## src/rtl/stream_wbus_writer.sv

```systemverilog
// ---------------------------------------------------------------------------
// stream_wbus_writer
//
// Turns a valid/ready word stream into sequential writes on a simple RAM
// write port (data/addr/valid/ready). One burst is handled per start command.
// The burst's base address and length are latched on start. Each accepted beat
// is tagged with an address that increments and wraps at RAM_DEPTH. A one-cycle
// done pulse marks the point where every beat has been written.
//
// A 2-entry buffer (output register + skid entry) gives full throughput. The
// buffer also keeps every output registered.
//
// Optional feature (macro STREAM_WBUS_WRITER_ERRCNT_EN):
//   adds err_cnt, a saturating count of bursts that finished with err_last=1.
//
// Ports:
//   clk        system clock
//   n_rst      asynchronous active-low reset
//   start      one-cycle burst command, honoured only in IDLE
//   base_addr  first write address (latched on accepted start)
//   len        burst length in words, 0..RAM_DEPTH (latched on accepted start)
//   s_data     stream word
//   s_valid    stream word valid
//   s_last     marks the final word of the burst (checked, not used to stop)
//   s_ready    block accepts a stream word (registered)
//   w_data     write data (registered)
//   w_addr     write address (registered)
//   w_valid    write request (registered)
//   w_ready    write port accepts the request
//   busy       high while the FSM is in RUN or FLUSH
//   done       one-cycle pulse when the burst completes
//   err_last   sticky s_last mismatch flag, cleared by an accepted start
//   err_cnt    (optional) bursts completed with err_last set, saturating
//
// Handshake semantics: a beat moves when valid && ready are both high at a
// rising clock edge. Once a valid is raised, that valid and its payload hold
// until the transfer happens. Neither valid depends combinationally on the
// matching ready.
//
// The FSM state is visible as the internal signal `state` (type state_t).
// ---------------------------------------------------------------------------
module stream_wbus_writer #(
  parameter int DATA_WIDTH = 32,
  parameter int RAM_DEPTH  = 256,
  localparam int LB_RAM_DEPTH = $clog2(RAM_DEPTH)
) (
  input  logic                    clk,
  input  logic                    n_rst,
  input  logic                    start,
  input  logic [LB_RAM_DEPTH-1:0] base_addr,
  input  logic [LB_RAM_DEPTH:0]   len,
  input  logic [DATA_WIDTH-1:0]   s_data,
  input  logic                    s_valid,
  input  logic                    s_last,
  output logic                    s_ready,
  output logic [DATA_WIDTH-1:0]   w_data,
  output logic [LB_RAM_DEPTH-1:0] w_addr,
  output logic                    w_valid,
  input  logic                    w_ready,
  output logic                    busy,
  output logic                    done,
`ifdef STREAM_WBUS_WRITER_ERRCNT_EN
  output logic [15:0]             err_cnt,
`endif
  output logic                    err_last
);

  localparam logic [LB_RAM_DEPTH:0]   CNT_ONE  = {{LB_RAM_DEPTH{1'b0}}, 1'b1};
  localparam logic [LB_RAM_DEPTH-1:0] ADDR_ONE = {{(LB_RAM_DEPTH-1){1'b0}}, 1'b1};

  typedef enum logic [1:0] {
    IDLE  = 2'd0,
    RUN   = 2'd1,
    FLUSH = 2'd2
  } state_t;

  state_t state, state_d;

  // Burst bookkeeping
  logic [LB_RAM_DEPTH:0]   len_q, len_d;
  logic [LB_RAM_DEPTH:0]   count_q, count_d;   // beats accepted so far
  logic [LB_RAM_DEPTH-1:0] addr_q, addr_d;     // address for the next beat
  logic                    err_last_d;

  // Skid entry (second buffer slot, behind the output register)
  logic                    skid_valid, skid_valid_d;
  logic [DATA_WIDTH-1:0]   skid_data, skid_data_d;
  logic [LB_RAM_DEPTH-1:0] skid_addr, skid_addr_d;

  // Output register next values
  logic                    w_valid_d;
  logic [DATA_WIDTH-1:0]   w_data_d;
  logic [LB_RAM_DEPTH-1:0] w_addr_d;
  logic                    s_ready_d;

  logic start_ok;
  logic s_acc;
  logic w_acc;
  logic out_free;
  logic drained;
  logic last_beat;

  assign start_ok  = (state == IDLE) && start;
  assign s_acc     = s_valid && s_ready;
  assign w_acc     = w_valid && w_ready;
  // The output register can take a new word if it is empty or if it is
  // being emptied at this edge.
  assign out_free  = w_acc || !w_valid;
  assign drained   = !w_valid && !skid_valid;
  // count_q < len_q whenever a beat is accepted, so count_q+1 cannot overflow.
  assign last_beat = ((count_q + CNT_ONE) == len_q);

  assign busy = (state != IDLE);
  assign done = (state == FLUSH) && drained;

  // -------------------------------------------------------------------------
  // FSM: state register
  // -------------------------------------------------------------------------
  always_ff @(posedge clk or negedge n_rst) begin
    if (!n_rst) begin
      state <= IDLE;
    end else begin
      state <= state_d;
    end
  end

  // -------------------------------------------------------------------------
  // FSM: next state
  // -------------------------------------------------------------------------
  always_comb begin
    state_d = state;
    case (state)
      IDLE: begin
        if (start) begin
          state_d = (len == '0) ? FLUSH : RUN;
        end
      end
      RUN: begin
        if (s_acc && last_beat) begin
          state_d = FLUSH;
        end
      end
      FLUSH: begin
        if (drained) begin
          state_d = IDLE;
        end
      end
      default: state_d = IDLE;
    endcase
  end

  // -------------------------------------------------------------------------
  // Datapath next values: burst counters, 2-entry buffer, registered s_ready
  // -------------------------------------------------------------------------
  always_comb begin
    len_d        = len_q;
    addr_d       = addr_q;
    count_d      = count_q;
    err_last_d   = err_last;
    w_valid_d    = w_valid;
    w_data_d     = w_data;
    w_addr_d     = w_addr;
    skid_valid_d = skid_valid;
    skid_data_d  = skid_data;
    skid_addr_d  = skid_addr;

    if (start_ok) begin
      len_d      = len;
      addr_d     = base_addr;
      count_d    = '0;
      err_last_d = 1'b0;
    end

    // s_ready is low in IDLE, so a start and a beat never coincide.
    if (s_acc) begin
      addr_d  = addr_q + ADDR_ONE;   // wraps naturally at RAM_DEPTH
      count_d = count_q + CNT_ONE;
      if (s_last != last_beat) begin
        err_last_d = 1'b1;
      end
    end

    if (out_free) begin
      if (skid_valid) begin
        // Oldest word moves up from the skid entry; a new beat takes its place.
        w_valid_d    = 1'b1;
        w_data_d     = skid_data;
        w_addr_d     = skid_addr;
        skid_valid_d = s_acc;
        if (s_acc) begin
          skid_data_d = s_data;
          skid_addr_d = addr_q;
        end
      end else begin
        w_valid_d = s_acc;
        if (s_acc) begin
          w_data_d = s_data;
          w_addr_d = addr_q;
        end
      end
    end else if (s_acc) begin
      // Output register is stalled; park the beat in the skid entry.
      skid_valid_d = 1'b1;
      skid_data_d  = s_data;
      skid_addr_d  = addr_q;
    end

    // s_ready is registered. It is computed from next-cycle occupancy and
    // count, so it drops in the same edge that fills the buffer or takes the
    // final beat.
    s_ready_d = (state_d == RUN) && !(w_valid_d && skid_valid_d) &&
                (count_d < len_d);
  end

  always_ff @(posedge clk or negedge n_rst) begin
    if (!n_rst) begin
      len_q      <= '0;
      addr_q     <= '0;
      count_q    <= '0;
      err_last   <= 1'b0;
      w_valid    <= 1'b0;
      w_data     <= '0;
      w_addr     <= '0;
      skid_valid <= 1'b0;
      skid_data  <= '0;
      skid_addr  <= '0;
      s_ready    <= 1'b0;
    end else begin
      len_q      <= len_d;
      addr_q     <= addr_d;
      count_q    <= count_d;
      err_last   <= err_last_d;
      w_valid    <= w_valid_d;
      w_data     <= w_data_d;
      w_addr     <= w_addr_d;
      skid_valid <= skid_valid_d;
      skid_data  <= skid_data_d;
      skid_addr  <= skid_addr_d;
      s_ready    <= s_ready_d;
    end
  end

`ifdef STREAM_WBUS_WRITER_ERRCNT_EN
  // Counts bursts whose done pulse sees err_last set; saturates at all-ones.
  always_ff @(posedge clk or negedge n_rst) begin
    if (!n_rst) begin
      err_cnt <= '0;
    end else if (done && err_last && (err_cnt != 16'hFFFF)) begin
      err_cnt <= err_cnt + 16'd1;
    end
  end
`endif

endmodule

```

## config.mk

```make
export PLATFORM = sky130hd
export DESIGN_NAME = stream_wbus_writer
export DESIGN_NICKNAME = d
export VERILOG_FILES = /design/src/rtl/stream_wbus_writer.sv
export SDC_FILE = /design/constraint.sdc
export NUM_CORES = 1
export LEC_CHECK = 0
export ABC_AREA = 0
export CORE_AREA = 10 10 109 111
export CTS_CLUSTER_DIAMETER = 150
export DETAILED_ROUTE_END_ITERATION = 6
export DIE_AREA = 0 0 119 121
export PLACE_DENSITY_LB_ADDON = 0.15
export RECOVER_POWER = 25
export SLEW_MARGIN = 25
export SYNTH_ARGS = -nofsm -noshare
export SYNTH_HDL_FRONTEND = slang
export SYNTH_SLANG_ARGS = --single-unit
```

## constraint.sdc

```tcl
create_clock -name clk -period 5.25 [get_ports clk]
set_clock_uncertainty 0.1 [all_clocks]
set_input_delay 0.7875 -clock clk [delete_from_list [all_inputs] [get_ports clk]]
set_output_delay 0.7875 -clock clk [all_outputs]
set_load 0.02 [all_outputs]
```

Word level (Yosys, flattened, before mapping):

Index checks and enable logic that the tools add are counted.

* add/subtract/negate cells: 2
* $mul: 0
* div/mod/pow operators: 0
* order comparisons: 1
* eq/ne operators: 6
* shifts and indexed selects: 0
* mux-type cells: 28
* bitwise gates (word level): 0
* reduce and logical (&&, ||, !) cells: 19

Operator list (count)
* 32-bit two-way mux: 5
* 8-bit two-way mux: 7
* 9-bit two-way mux: 3
* 9-bit by 1-bit adder with 9-bit output, second input constant: 1
* 9-bit equality test: 1
* 1-bit logical AND: 9
* 9-bit zero test: 1
* 9-bit < comparator: 1
* 8-bit by 1-bit adder with 8-bit output, second input constant: 1
* 1-bit two-way mux: 8
* 2-bit two-way mux: 4
* 2-bit one-hot mux with 3 select lines: 1
* 2-bit nonzero test: 3
* 2-bit by 1-bit equality test with 1-bit output, second input constant: 2
* 1-bit zero test: 3
* 2-bit equality test, second input constant: 1
* 2-bit zero test: 1
* 2-bit inequality test, second input constant: 1
* 2-bit AND reduction: 1
* 1-bit logical OR: 1
* 1-bit inequality test: 1

* flip-flop bits (word level): 112
* latch bits: 0
* RAM bits: 0
* bits in read-only memories: 0
* input port bits: 55
* output and inout port bits: 45
* logic and storage cells: 68
* memories: 0

Longest topological paths before layout:

* depth in word-level cells: 8
* gate-level depth with buffers: 13
* gate-level depth less buffers: 12

Worst setup path after synthesis:

OpenSTA, ideal clock, no wires.

* kind: input -> register
* start: input start
* end: register s_ready
* library setup time: 88 ps
* arrival time: 2741 ps
* data required time: 5062 ps
* slack: 2321 ps
* stages: 12
* path buffers: 2
* path through: and2_1 clkbuf_1 nor2_1 clkbuf_1 o21ai_0 o21ai_0 ha_1 a21o_1 a21o_1 a21oi_1 a21oi_1 nor3b_1

* cells in the longest elaborated chain, start to end: 5
* elaborated cells between the ends (all ways): 10
* those cells by class: order compare: 1; eq/ne: 1; mux: 5; reduce/logical: 3

Ends and longest elaborated chain
* start: declaration: RTL line 49 `input logic start,`
* 1-bit logical AND: RTL line 103 `assign start_ok = (state == IDLE) && start;`
* 9-bit two-way mux: RTL line 167 `if (start_ok) begin`
* 9-bit two-way mux: RTL line 175 `if (s_acc) begin`
* named net count_d[2]: RTL line 81 `logic [LB_RAM_DEPTH:0] count_q, count_d;`
* 9-bit < comparator: RTL line 212 `(count_d < len_d);`
* 1-bit logical AND: RTL line 211 `s_ready_d = (state_d == RUN) && !(w_valid_d && skid_valid_d) &&`
* named net s_ready_d: RTL line 94 `logic s_ready_d;`
* end signal: assignment: RTL line 239 `s_ready <= s_ready_d;`
* end: declaration: RTL line 55 `output logic s_ready,`

The timed path passes the listed nets, and every way through them passes these cells.
A chain may end at the register's enable or synchronous reset.

Worst setup path after layout:

* start: input s_valid
* end: register s_ready

* elaborated cells between the ends (all ways): 16
* those cells by class: order compare: 1; eq/ne: 1; mux: 8; reduce/logical: 6

RTL lines
* start: declaration: RTL line 53 `input logic s_valid,`
* 1-bit logical AND: RTL line 104 `assign s_acc = s_valid && s_ready;`
* 9-bit two-way mux: RTL line 175
* named net count_d[2]: RTL line 81
* 9-bit < comparator: RTL line 212
* 1-bit logical AND: RTL line 211
* named net s_ready_d: RTL line 94

The timed path passes the listed nets, and every way through them passes these cells.

==> flow_summary.json <==
{
  "io_pins": 100,
  "maxSlewHeadroom": 0.426,
  "syn_nets": 551,
  "ys_ff_latch": 112,
  "worstMarginPinSlew_ps": 861,
  "synth_area_leaders": "dfrtp_1 (53%), mux2i_1 (8.7%), mux2_2 (8.5%)",
  "synth_commonest_cells": "dfrtp_1 (112), nor2_1 (65), a21oi_1 (53)",
  "holdPathStages": 1,
  "dp_slack_ps": 1430,
  "worstPathArrival_ps": 3680,
  "tns_ps": 0,
  "path_class": "input port to flop",
  "grt_usage": 0.168,
  "dp.cells": 698,
  "timing.rr.start": "state[0]$_DFF_PN0_",
  "worstHoldPathType": "flop to flop",
  "postCtsHoldBufs": 0,
  "nets": 641,
  "max_cap_violations": 0,
  "path_buf_inv": 1,
  "initial_core_util": 0.550,
  "worstPathRequired_ps": 5420,
  "finalHoldViolCount": 0,
  "synthToLayoutAreaGrowth_pct": 24.6,
  "drt-total-wl_mm": 12.2,
  "synthArstFlopShare": 1.00,
  "synth_cell_types": 54,
  "path_max_fanout": 18,
  "clock-sinks": 112,
  "clock_latency_ps": 360,
  "final_cells": 714,
  "drt_iter0_drc": 278,
  "die_y_um": 121,
  "grt_overflow": 0,
  "critPathSlowestCell": "and2_1",
  "fp-row-count": 36,
  "rsz0062_at_grt": "no",
  "syn_inst": 486,
  "synth_top_area_frac": 0.529,
  "numCtsBuffers": 9,
  "ant_nets": 0,
  "firstDrtPassIters": 4,
  "hp-start": "skid_data[1]$_DFFE_PN0P_",
  "die_w_um": 119,
  "critPathLaunch": "s_valid",
  "diodes": 0,
  "grt_pass1_wl_mm": 20.1,
  "cts_buffer_depth": 2,
  "synth-seq-area-share": 0.529,
  "cts_tree": "built",
  "synth_ff_type": "dfrtp_1",
  "crit_chain": "clkdlybuf4s50_1 -> and2_1 -> nor2_1 -> o21ai_0 -> o21ai_0 -> ha_1 -> a21o_1 -> a21o_1 -> a21oi_1 -> a21oi_1 -> nor3b_1",
  "setup_ws_ps": 1740,
  "rr_worst_depth": 12,
  "synth_area_sq_um": 5300,
  "crit_family": "simple AND/OR/NAND/NOR gates",
  "crit_cells": 11,
  "setup_viol": 0,
  "status": "complete, no violations",
  "vias": 3880,
  "fill_cells": 780,
  "finalCritPeriodShare": 0.669,
  "hpwlAfterDp_mm": 8.72,
  "synth.yosys.warnings": 0,
  "end_kind": "flop",
  "htreeDepth": 3,
  "fmax_mhz": 285,
  "cp_slowest_stage_delay_ps": 600,
  "p_leak_nw": 2.73,
  "power.density_nw_per_um2": 558,
  "multi_input_area_sq_um": 2370,
  "antenna_found_initial": 0,
  "drive_gt1_frac": 0.131,
  "peakVddDrop_v": 0.000298,
  "drc": 0,
  "cts_setup_buffers": 0,
  "dieArea_sq_um": 14400,
  "yosys.area.top_type": "dfrtp_1",
  "ctsResizeCount": 0,
  "clkTransAtPathRegs_ps": 100,
  "wl_per_cell_um": 17.1,
  "synth.most_common_cell": "dfrtp_1",
  "port_buffers": 99,
  "synth_edf_count": 0,
  "first_global_vias": 4024,
  "maxSlewViolCount": 0,
  "syn_avg_cell_area_sq_um": 10.9,
  "fin_crit_ps": 3510,
  "cp-start-kind": "input port",
  "grt_max_degree": 69,
  "viasPerCell": 5.43,
  "coreArea_sq_um": 9640,
  "gp_congestion": 0.900,
  "clock-root-buffer": "clkbuf_8",
  "regArea_sq_um": 2800
}
[per-layer routing]
layer  wire length, um  vias up  part of all wire  global-route usage
li1                  -     1896                 -                   -
met2              5930      101              0.49               0.278
met5                 0        -                 0                   0
met4               153        0             0.013              0.0519
met3               556       13             0.046              0.0368
met1              5530     1870              0.45               0.215
[path summary, 6_finish.rpt]
| check | slack (ps) | to |
|---|---|---|
| worst max-delay path | 1740 | s_ready$_DFF_PN0_ |
| worst min-delay path | 420 | skid_data[1]$_DFFE_PN0P_ |
| worst max register to register | 2190 | s_ready$_DFF_PN0_ |
| worst min register to register | 420 | skid_data[1]$_DFFE_PN0P_ |
| max in group asynchronous | 3520 | skid_data[19]$_DFFE_PN0P_ |
| min in group asynchronous | 430 | skid_addr[4]$_DFFE_PN0P_ |
[cell families after synthesis]
kind of cell | after synthesis | share of synthesized area
fa+ha+maj | 11 | 0.0255
mux | 87 | 0.175
xor+xnor | 10 | 0.0165
simple gates | 129 | 0.113
buf+inv | 37 | 0.0276
compound gates | 100 | 0.114
flops | 112 | 0.529
[cells in the final DEF (no fill, tap or decap), types with 4 or more instances in the layout]
cell type / count
o21ai_0: 18
nor2b_1: 4
xor2_1: 4
dfrtp_1: 111
inv_1: 11
a21oi_1: 53
xnor2_1: 6
nand3_1: 12
ha_1: 10
mux2i_1: 46
and3_1: 4
buf_4: 7
clkbuf_8: 10
nor2_1: 64
clkdlybuf4s50_1: 98
mux2_2: 40
nand2_1: 24
[report_power, final]
| part | internal, W | leakage [nW] | switching, W | total [W] |
|---|---|---|---|---|
| clock network | 0.000195 | 0.0964 | 0.000297 | 0.000492 |
| registers | 0.00125 | 1.29 | 0.000251 | 0.00150 |
| logic | 0.000823 | 1.35 | 0.000869 | 0.00169 |
[through the flow]
step                      area [sq um]  total power, W   util  hold slack [ps]
after floorplan                   5300         0.00257      -              379
after global placement            6410         0.00316  0.665              386
after detailed placement          6410         0.00323  0.665              394
after CTS                         6600         0.00373  0.685              417
after global routing              6600         0.00395  0.685              430
final                             6600         0.00369  0.685              415
[sequential cells by signal (all words and copies together) (netlist names)]
name,count
s_ready,1
state,2
w_valid,1
skid_addr,8
addr_q,8
err_last,1
skid_data,32
len_q,9
skid_valid,1
w_data,32
w_addr,8
count_q,9
[cell type report]
type | count | area share
clock inverter | 5 | 0.00701
sequential | 112 | 0.425
clock buffer | 11 | 0.0214
timing repair buffer | 105 | 0.157
inverter | 11 | 0.00625
multi-input combinational | 337 | 0.359
tap | 133 | 0.0252
Power figures use the tool's default switching activity.
